<file path="config.mk">
export PLATFORM = sky130hd
export DESIGN_NAME = cam_dvp_tx
export DESIGN_NICKNAME = d
export VERILOG_FILES = /design/src/rtl/cam_dvp_tx.sv
export SDC_FILE = /design/constraint.sdc
export NUM_CORES = 1
export LEC_CHECK = 0
export BUFFER_PORTS_ARGS = -buffer_cell sky130_fd_sc_hd__buf_2
export CAP_MARGIN = 20
export CORE_UTILIZATION = 35
export DETAILED_ROUTE_END_ITERATION = 7
export GPL_TIMING_DRIVEN = 0
export PLACE_DENSITY = 0.56
export SYNTH_ARGS = -nofsm -noshare
export SYNTH_HDL_FRONTEND = slang
export SYNTH_SLANG_ARGS = --single-unit
export TNS_END_PERCENT = 30
</file>
<file path="constraint.sdc">
create_clock -name clk -period 3.63 [get_ports clk]
set_input_delay 0.5445 -clock clk [delete_from_list [all_inputs] [get_ports clk]]
set_output_delay 0.5445 -clock clk [all_outputs]
set_load 0.02 [all_outputs]
</file>
<file path="src/rtl/cam_dvp_tx.sv">
// cam_dvp_tx: OV7670-style DVP transmitter test-pattern source.
// Emits vsync/href/data framing at one byte per clk, RGB565 high byte first.
// Build option: define CAM_DVP_TX_COLOR_BARS_EN to emit 8 vertical colour bars
// instead of the default per-frame incrementing pixel index. Timing is the
// same in both builds.
module cam_dvp_tx #(
    parameter int H_ACTIVE    = 640,
    parameter int V_ACTIVE    = 480,
    parameter int H_BLANK     = 144,
    parameter int VSYNC_LINES = 3,
    parameter int V_BACK      = 17,
    parameter int V_FRONT     = 10
) (
    input  logic        clk,
    input  logic        reset,
    input  logic        en,
    output logic        vsync,
    output logic        href,
    output logic [7:0]  data,
    output logic        frame_done,
    output logic [15:0] frame_cnt
);

    localparam int LINE_CYC = 2 * (H_ACTIVE + H_BLANK);
    localparam int HREF_CYC = 2 * H_ACTIVE;
    localparam int CW       = $clog2(LINE_CYC);
    localparam int V_MAX_A  = (VSYNC_LINES > V_BACK) ? VSYNC_LINES : V_BACK;
    localparam int V_MAX_B  = (V_ACTIVE > V_FRONT) ? V_ACTIVE : V_FRONT;
    localparam int V_MAX    = (V_MAX_A > V_MAX_B) ? V_MAX_A : V_MAX_B;
    localparam int LW       = (V_MAX > 1) ? $clog2(V_MAX) : 1;

    typedef enum logic [2:0] {
        S_IDLE,
        S_VSYNC,
        S_V_BACK,
        S_ACTIVE,
        S_V_FRONT
    } state_e;

    state_e        state_q, state_d;
    logic [CW-1:0] col_q, col_d;
    logic [LW-1:0] line_q, line_d;
    logic [LW-1:0] last_line;
    logic          line_end;
    logic          state_end;
    logic          in_href;

    // Pattern value for the pixel shown in the next cycle.
    logic [15:0]   pat_d;

    logic          vsync_d, href_d, done_d;
    logic [7:0]    data_d;
    logic          vsync_q, href_q, done_q;
    logic [7:0]    data_q;
    logic [15:0]   frame_cnt_q;

    assign line_end  = (col_q == CW'(LINE_CYC - 1));
    assign state_end = line_end && (line_q == last_line);
    assign in_href   = (state_q == S_ACTIVE) && (col_q < CW'(HREF_CYC));

    // Last line index of the state currently being timed.
    always_comb begin
        last_line = '0;
        unique case (state_q)
            S_VSYNC:   last_line = LW'(VSYNC_LINES - 1);
            S_V_BACK:  last_line = LW'(V_BACK - 1);
            S_ACTIVE:  last_line = LW'(V_ACTIVE - 1);
            S_V_FRONT: last_line = LW'(V_FRONT - 1);
            default:   last_line = '0;
        endcase
    end

    // State and position counters.
    always_ff @(posedge clk or negedge reset) begin
        // NOTE: sequential state uses non-blocking assignments so every
        // register samples pre-edge values regardless of block ordering.
        if (!reset) begin
            state_q <= S_IDLE;
            col_q   <= '0;
            line_q  <= '0;
        end else begin
            state_q <= state_d;
            col_q   <= col_d;
            line_q  <= line_d;
        end
    end

    // Next-state and counter advance; frames only start from IDLE on en.
    always_comb begin
        // NOTE: defaults first so no path leaves a signal unassigned, which
        // would otherwise infer a latch.
        state_d = state_q;
        col_d   = col_q;
        line_d  = line_q;
        if (state_q == S_IDLE) begin
            col_d  = '0;
            line_d = '0;
            if (en) begin
                state_d = S_VSYNC;
            end
        end else begin
            col_d = line_end ? '0 : col_q + 1'b1;
            if (state_end) begin
                line_d = '0;
                unique case (state_q)
                    S_VSYNC:   state_d = S_V_BACK;
                    S_V_BACK:  state_d = S_ACTIVE;
                    S_ACTIVE:  state_d = S_V_FRONT;
                    S_V_FRONT: state_d = en ? S_VSYNC : S_IDLE;
                    default:   state_d = S_IDLE;
                endcase
            end else if (line_end) begin
                line_d = line_q + 1'b1;
            end
        end
    end

`ifdef CAM_DVP_TX_COLOR_BARS_EN
    localparam int BAR_W = H_ACTIVE / 8;
    localparam int BW    = $clog2(BAR_W + 1);

    logic [2:0]    bar_idx_q, bar_idx_d;
    logic [BW-1:0] bar_cnt_q, bar_cnt_d;

    // Bar position counters; step one bar every BAR_W pixels, cleared in blanking.
    always_comb begin
        bar_idx_d = bar_idx_q;
        bar_cnt_d = bar_cnt_q;
        if (!in_href) begin
            bar_idx_d = '0;
            bar_cnt_d = '0;
        end else if (col_q[0]) begin
            if (bar_cnt_q == BW'(BAR_W - 1)) begin
                bar_cnt_d = '0;
                bar_idx_d = bar_idx_q + 1'b1;
            end else begin
                bar_cnt_d = bar_cnt_q + 1'b1;
            end
        end
    end

    // Bar counter registers.
    always_ff @(posedge clk or negedge reset) begin
        if (!reset) begin
            bar_idx_q <= '0;
            bar_cnt_q <= '0;
        end else begin
            bar_idx_q <= bar_idx_d;
            bar_cnt_q <= bar_cnt_d;
        end
    end

    // Bar colour lookup, left to right.
    always_comb begin
        pat_d = 16'h0000;
        unique case (bar_idx_d)
            3'd0: pat_d = 16'hFFFF;
            3'd1: pat_d = 16'hFFE0;
            3'd2: pat_d = 16'h07FF;
            3'd3: pat_d = 16'h07E0;
            3'd4: pat_d = 16'hF81F;
            3'd5: pat_d = 16'hF800;
            3'd6: pat_d = 16'h001F;
            3'd7: pat_d = 16'h0000;
            default: pat_d = 16'h0000;
        endcase
    end
`else
    logic [15:0] pix_q, pix_d;

    // Pixel index within the frame; advances after each low byte, zero outside ACTIVE.
    always_comb begin
        pix_d = '0;
        if (state_q == S_ACTIVE) begin
            pix_d = pix_q + {15'd0, in_href & col_q[0]};
        end
    end

    // Pixel index register.
    always_ff @(posedge clk or negedge reset) begin
        if (!reset) begin
            pix_q <= '0;
        end else begin
            pix_q <= pix_d;
        end
    end

    assign pat_d = pix_d;
`endif

    // Output decode from next-state values so the registered outputs line up
    // with the state they describe.
    always_comb begin
        vsync_d = (state_d == S_VSYNC);
        href_d  = (state_d == S_ACTIVE) && (col_d < CW'(HREF_CYC));
        data_d  = 8'h00;
        if (href_d) begin
            data_d = col_d[0] ? pat_d[7:0] : pat_d[15:8];
        end
        done_d  = (state_d == S_V_FRONT) && (col_d == CW'(LINE_CYC - 1)) &&
                  (line_d == LW'(V_FRONT - 1));
    end

    // Output registers and completed-frame counter.
    always_ff @(posedge clk or negedge reset) begin
        if (!reset) begin
            vsync_q     <= 1'b0;
            href_q      <= 1'b0;
            data_q      <= 8'h00;
            done_q      <= 1'b0;
            frame_cnt_q <= 16'h0000;
        end else begin
            vsync_q <= vsync_d;
            href_q  <= href_d;
            data_q  <= data_d;
            done_q  <= done_d;
            if (done_d) begin
                frame_cnt_q <= frame_cnt_q + 16'd1;
            end
        end
    end

    assign vsync      = vsync_q;
    assign href       = href_q;
    assign data       = data_q;
    assign frame_done = done_q;
    assign frame_cnt  = frame_cnt_q;

endmodule
</file>
# [After elaboration in Yosys (flattened, before gate mapping)]
# Index checks and enable logic that the tools add are counted.
# W data, S select, Z words.
[word_totals] inputBits=3 reg_bits=66 elab_cells=47 output_inout_bits=27
[classes] bitwise=1 eq_ne=11 n_reduce_logical=6 n_lt_le_gt_ge=2 n_addsub=4 n_mux=14
[op_table] operator="$pmux W9 S4" n=1
[op_table] operator="$mux W9" n=3
[op_table] operator="$eq A11 B11 Y1 const B" n=2
[op_table] operator="$lt A11 B11 Y1 const B" n=2
[op_table] operator="$mux W11" n=2
[op_table] operator="$add A16 B1 Y16" n=1
[op_table] operator="$add A16 B1 Y16 const B" n=1
[op_table] operator="$mux W16" n=1
[op_table] operator="$mux W8" n=2
[op_table] operator="$pmux W3 S4" n=1
[op_table] operator="$add A11 B1 Y11 const B" n=1
[op_table] operator="$add A9 B1 Y9 const B" n=1
[op_table] operator="$eq A3 B2 Y1 const B" n=3
[op_table] operator="$eq A9 B4 Y1 const B" n=1
[op_table] operator="$eq A9 B9 Y1" n=1
[op_table] operator="$mux W3" n=3
[op_table] operator="$eq A3 B1 Y1 const B" n=2
[op_table] operator="$eq A3 B3 Y1 const B" n=2
[op_table] operator="$logic_and A1 B1 Y1" n=5
[op_table] operator="$logic_not A3 Y1" n=1
[op_table] operator="$and A1 B1 Y1" n=1
[op_table] operator="$mux W1" n=1

# [Longest topological paths before layout]
[depth] word_depth=9 ltp_mapped=11 ltp_nobuf=10

# [Worst setup path before layout]
# No wires, ideal clock.
[synth_path] path_type="reg2reg" start="register col_q[6]" end="register frame_cnt_q[13] (netlist: frame_cnt[13])" synth_period_minus_slack_ns=2.885 arrival_ns=2.805 setup_ns=0.080 slack_ns=0.745 t_required_ns=3.550 path_buffers=2 path_stages_with_launch=10 path_cell_list="dfrtp_1 buf_6 or4_4 or4_4 a211oi_4 a21oi_2 a2111o_1 buf_6 nor4_2 xor2_1"
[synth_via] elab_chain_cells=7 word_cells_on_any_way=15 classes_between="1 x add/sub; 4 x eq/ne; 7 x mux; 3 x reduce/logical"
[synth_rtl] item="start: declaration" line="41" text="logic [CW-1:0] col_q, col_d;"
[synth_rtl] item="start signal: assignment" line="83" text="col_q <= col_d;"
[synth_rtl] item="branches (longest 6 deep; another with $add A11 B1 Y11)"
[synth_rtl] item="$logic_and A1 B1 Y1 (*)" line="200" text="done_d = (state_d == S_V_FRONT) && (col_d == CW'(LINE_CYC - 1)) &&"
[synth_rtl] item="end signal: assignment" line="218" text="frame_cnt_q <= frame_cnt_q + 16'd1;"
[synth_rtl] item="end: declaration" line="55" text="logic [15:0] frame_cnt_q;"
# Mark *: on every way between the ends.
# A chain may end at the register's enable or synchronous reset.

# [Worst setup path in the final report]
[layout_path] start="register col_q[1]" end="register data_q[2] (netlist: data[2])"
[layout_via] elab_chain_cells=7 word_cells_on_any_way=17 classes_between="2 x add/sub; 2 x order compare; 2 x eq/ne; 7 x mux; 1 x bitwise; 3 x reduce/logical"
[layout_rtl] item="$lt A11 B11 Y1 or $eq A11 B11 Y1 (tied branches)" line="59, 57"
[layout_rtl] item="$logic_and A1 B1 Y1, on equally long branches" line="59, 58"
[layout_rtl] item="$and A1 B1 Y1 or $mux W3 (tied branches)" line="175, 103"
[layout_rtl] item="$add A16 B1 Y16 or $mux W3 (tied branches)" line="175, 95"
[layout_rtl] item="$mux W16 or $eq A3 B2 Y1 (tied branches)" line="174, 195"
[layout_rtl] item="$mux W8 or $logic_and A1 B1 Y1 (tied branches)" line="198, 195"
[layout_rtl] item="$mux W8 (*)" line="197" text="if (href_d) begin"
[layout_rtl] item="named net data_d[2]" line="52" text="logic [7:0] data_d;"
[layout_rtl] item="end signal: assignment" line="215" text="data_q <= data_d;"
[layout_rtl] item="end: declaration" line="54" text="logic [7:0] data_q;"
# Mark *: on every way through the listed nets, which the timed path passes. The rest lies on a longest branch.

==> reports/results.ini <==
[setup_path]
cpLargestDelayFamily=simple AND/OR/NAND/NOR gates
path_cells=ha_1, nand4_2, or4_4, a211oi_4, nand2_1, mux2i_1, nand4b_1, a21oi_1
worst_path_max_delay_cell=or4_4
cp_max_fo=10
cp-end-kind=flip-flop
slowest_delay_ns=0.61
r2r-start=col_q[1]
crit_buf_inv=0
critPathLaunch=col_q[1]
start_kind=flip-flop
critPathRequiredTime_ns=3.87
critPathKind=flip-flop to flip-flop
worstPathArrival_ns=3.61

[synthesis]
syn_area_mm2=0.00378
avgSynthCellArea_um2=10.2
ys.flop_type=dfrtp_1
synthCells=370
syn-num-nets=378
ys_seq_area_share_pct=43.7
ys_async_sr_fraction_pct=100
synth-edff-count=0
yosysWarnings=0
ys_seq_elements=66
yosysUniqueCellTypes=64

[floorplanning]
die_h_um=106
die-area_mm2=0.0112
ios=30
initial_core_util_pct=36.3
row_count=37
die_x_um=106
core_mm2=0.0104

[sta]
final.setup.tns_ns=0
worst_pin_slew_ns=0.849
grt_setup_unrepaired=false
slew_violations=0
max_freq_mhz=297
finClkSkew_ns=0.0106
period_needed_ns=3.37
whs_ns=0.299
finalSetupViolCount=0
fin_crit_sh_pct=92.9
hold_viol=0
relSlewSlack_pct=43.4

[routing]
vias=2995
drt_wl_total_um=8580
final_antenna_net_count=0
drt-pass1-iter-count=4
drc=0
viasPerCell=5.44
first_iter_violations=126
wl_per_cell_um=15.6

[global_routing]
grt_antenna_before_repair=0
grt_max_degree=67
grt_pass1_wl_um=14500
grt_pass1_vias=2874
track_usage_pct=16.4
grt_overflow=0

[clocking]
cts-buffers-inserted=9
htreeDepth=3
clock_latency_ns=0.35
cts_sinks=66
cts_buffer_depth=2
cts_root_buffer=clkbuf_8
clkTransAtPathRegs_ns=0.07
cts_tree=built
cts_hold_buf=0
ctsResizeCount=0
cts_setup_buffers=0

[placed_design]
port_buffers=29
gp_congestion=0.833
placed_area_mm2=0.00410
place_hpwl_um=5910

[power_and_ir_drop]
p_leak_nw=1.88
peakVddDrop_mv=0.156
powerDensity_mw_per_mm2=323

[worst_hold_path]
holdCritPathClass=input port to asynchronous set/reset pin

[layout]
diodes=0
drive_gt1_share_pct=22.4
final_net_count=418
finish.instance_area_mm2=0.00431
utilization_pct=41.4
syn_to_final_growth_pct=13.9

[outcome]
status=completed

[flow_run]
cap_viol_max_count=0

[cells in the final DEF (no fill, tap or decap), types with 5 or more instances in the layout]
cell and n:
a21oi_1 12, and3_1 7, buf_2 29, clkbuf_8 16, dfrtp_1 66, ha_1 5, inv_1 9, mux2i_1 9
nand2_1 26, nand3_1 24, nand4_1 16, nor2_1 34, nor3_1 8, nor4_2 10, o21ai_0 14, xnor2_1 19
xor2_1 22
[final cells by class]
type                       count  area, µm²
fill                        1063       6110
multi-input combinational    278       1930
sequential                    66       1650
buffer                        17        175
tap                          136        170
timing repair buffer          29        148
clock buffer                  10        138
clock inverter                 6       63.8
inverter                       9       33.8
[registers in the layout, indices dropped and copies added, names as in the netlist]
name,cells
frame_done,1
line_q,9
vsync,1
href,1
pix_q,16
data,8
state_q,3
col_q,11
frame_cnt,16
[cells in the mapped netlist (all sizes together) (10+ instances only)]
master | instances | share of area [%]
clkbuf | 10 | 2.6
o21ai | 14 | 1.9
dfrtp | 66 | 44
a21oi | 14 | 2.1
xor2 | 22 | 5.1
nor2 | 34 | 3.4
nand3 | 24 | 3.2
nor4 | 16 | 4.9
nand4 | 17 | 3.0
nand2 | 26 | 2.6
xnor2 | 19 | 4.4
[worst reg2reg max path, delay by kind of cell, from the launching register on]
family                   cells  cell delay, ns
AO/OA/AOI/OAI                2            0.69
flip-flops                   1            0.40
adder cells (fa/ha/maj)      1            0.29
AND/OR/NAND/NOR              4            1.64
multiplexers                 1            0.25
[metrics by stage]
step	power, mW	instances	worst slack, ns
after detailed placement	0.766	535	0.235
after global routing	1.44	551	0.0249
final	1.39	551	0.260
after floorplan	0.749	370	0.745
after CTS	1.41	551	0.182
after global placement	0.766	535	0.243
[routing by layer]
metal | up-vias | track usage [%] | wire length [µm]
met5 | - | 0 | 0
met4 | 0 | 5.56 | 120
met3 | 12 | 3.43 | 372
met2 | 67 | 26.1 | 4000
met1 | 1496 | 22.2 | 4090
li1 | 1420 | - | -
[report_power, final]
part	internal (mW)	switching (mW)
clock	0.336	0.304
sequential	0.735	0
combinational	0.00104	0.0144
total	1.07	0.319
[cell families (layout without fill, tap and decap cells)]
family                   count (synthesis)  after routing  share of synthesized area (%)
multiplexers                            10             10                           2.68
flip-flops                              66             66                           43.7
buffers and inverters                   26             71                           5.52
XOR/XNOR                                41             41                           9.49
AO/OA/AOI/OAI                           53             53                           9.89
AND/OR/NAND/NOR                        169            169                           27.1
adder cells (fa/ha/maj)                  5              5                           1.65
[final timing paths]
path	endpoint	slack, ns	cells after the start
worst max-delay path	data[2]	0.26	8
worst min-delay path	frame_done	0.30	1
worst max register to register	data[2]	0.26	8
worst min register to register	frame_cnt[15]	0.49	1
max in group asynchronous	col_q[7]	2.77	1
min in group clk	frame_cnt[15]	0.49	1
(Power assumes the default switching activity.)
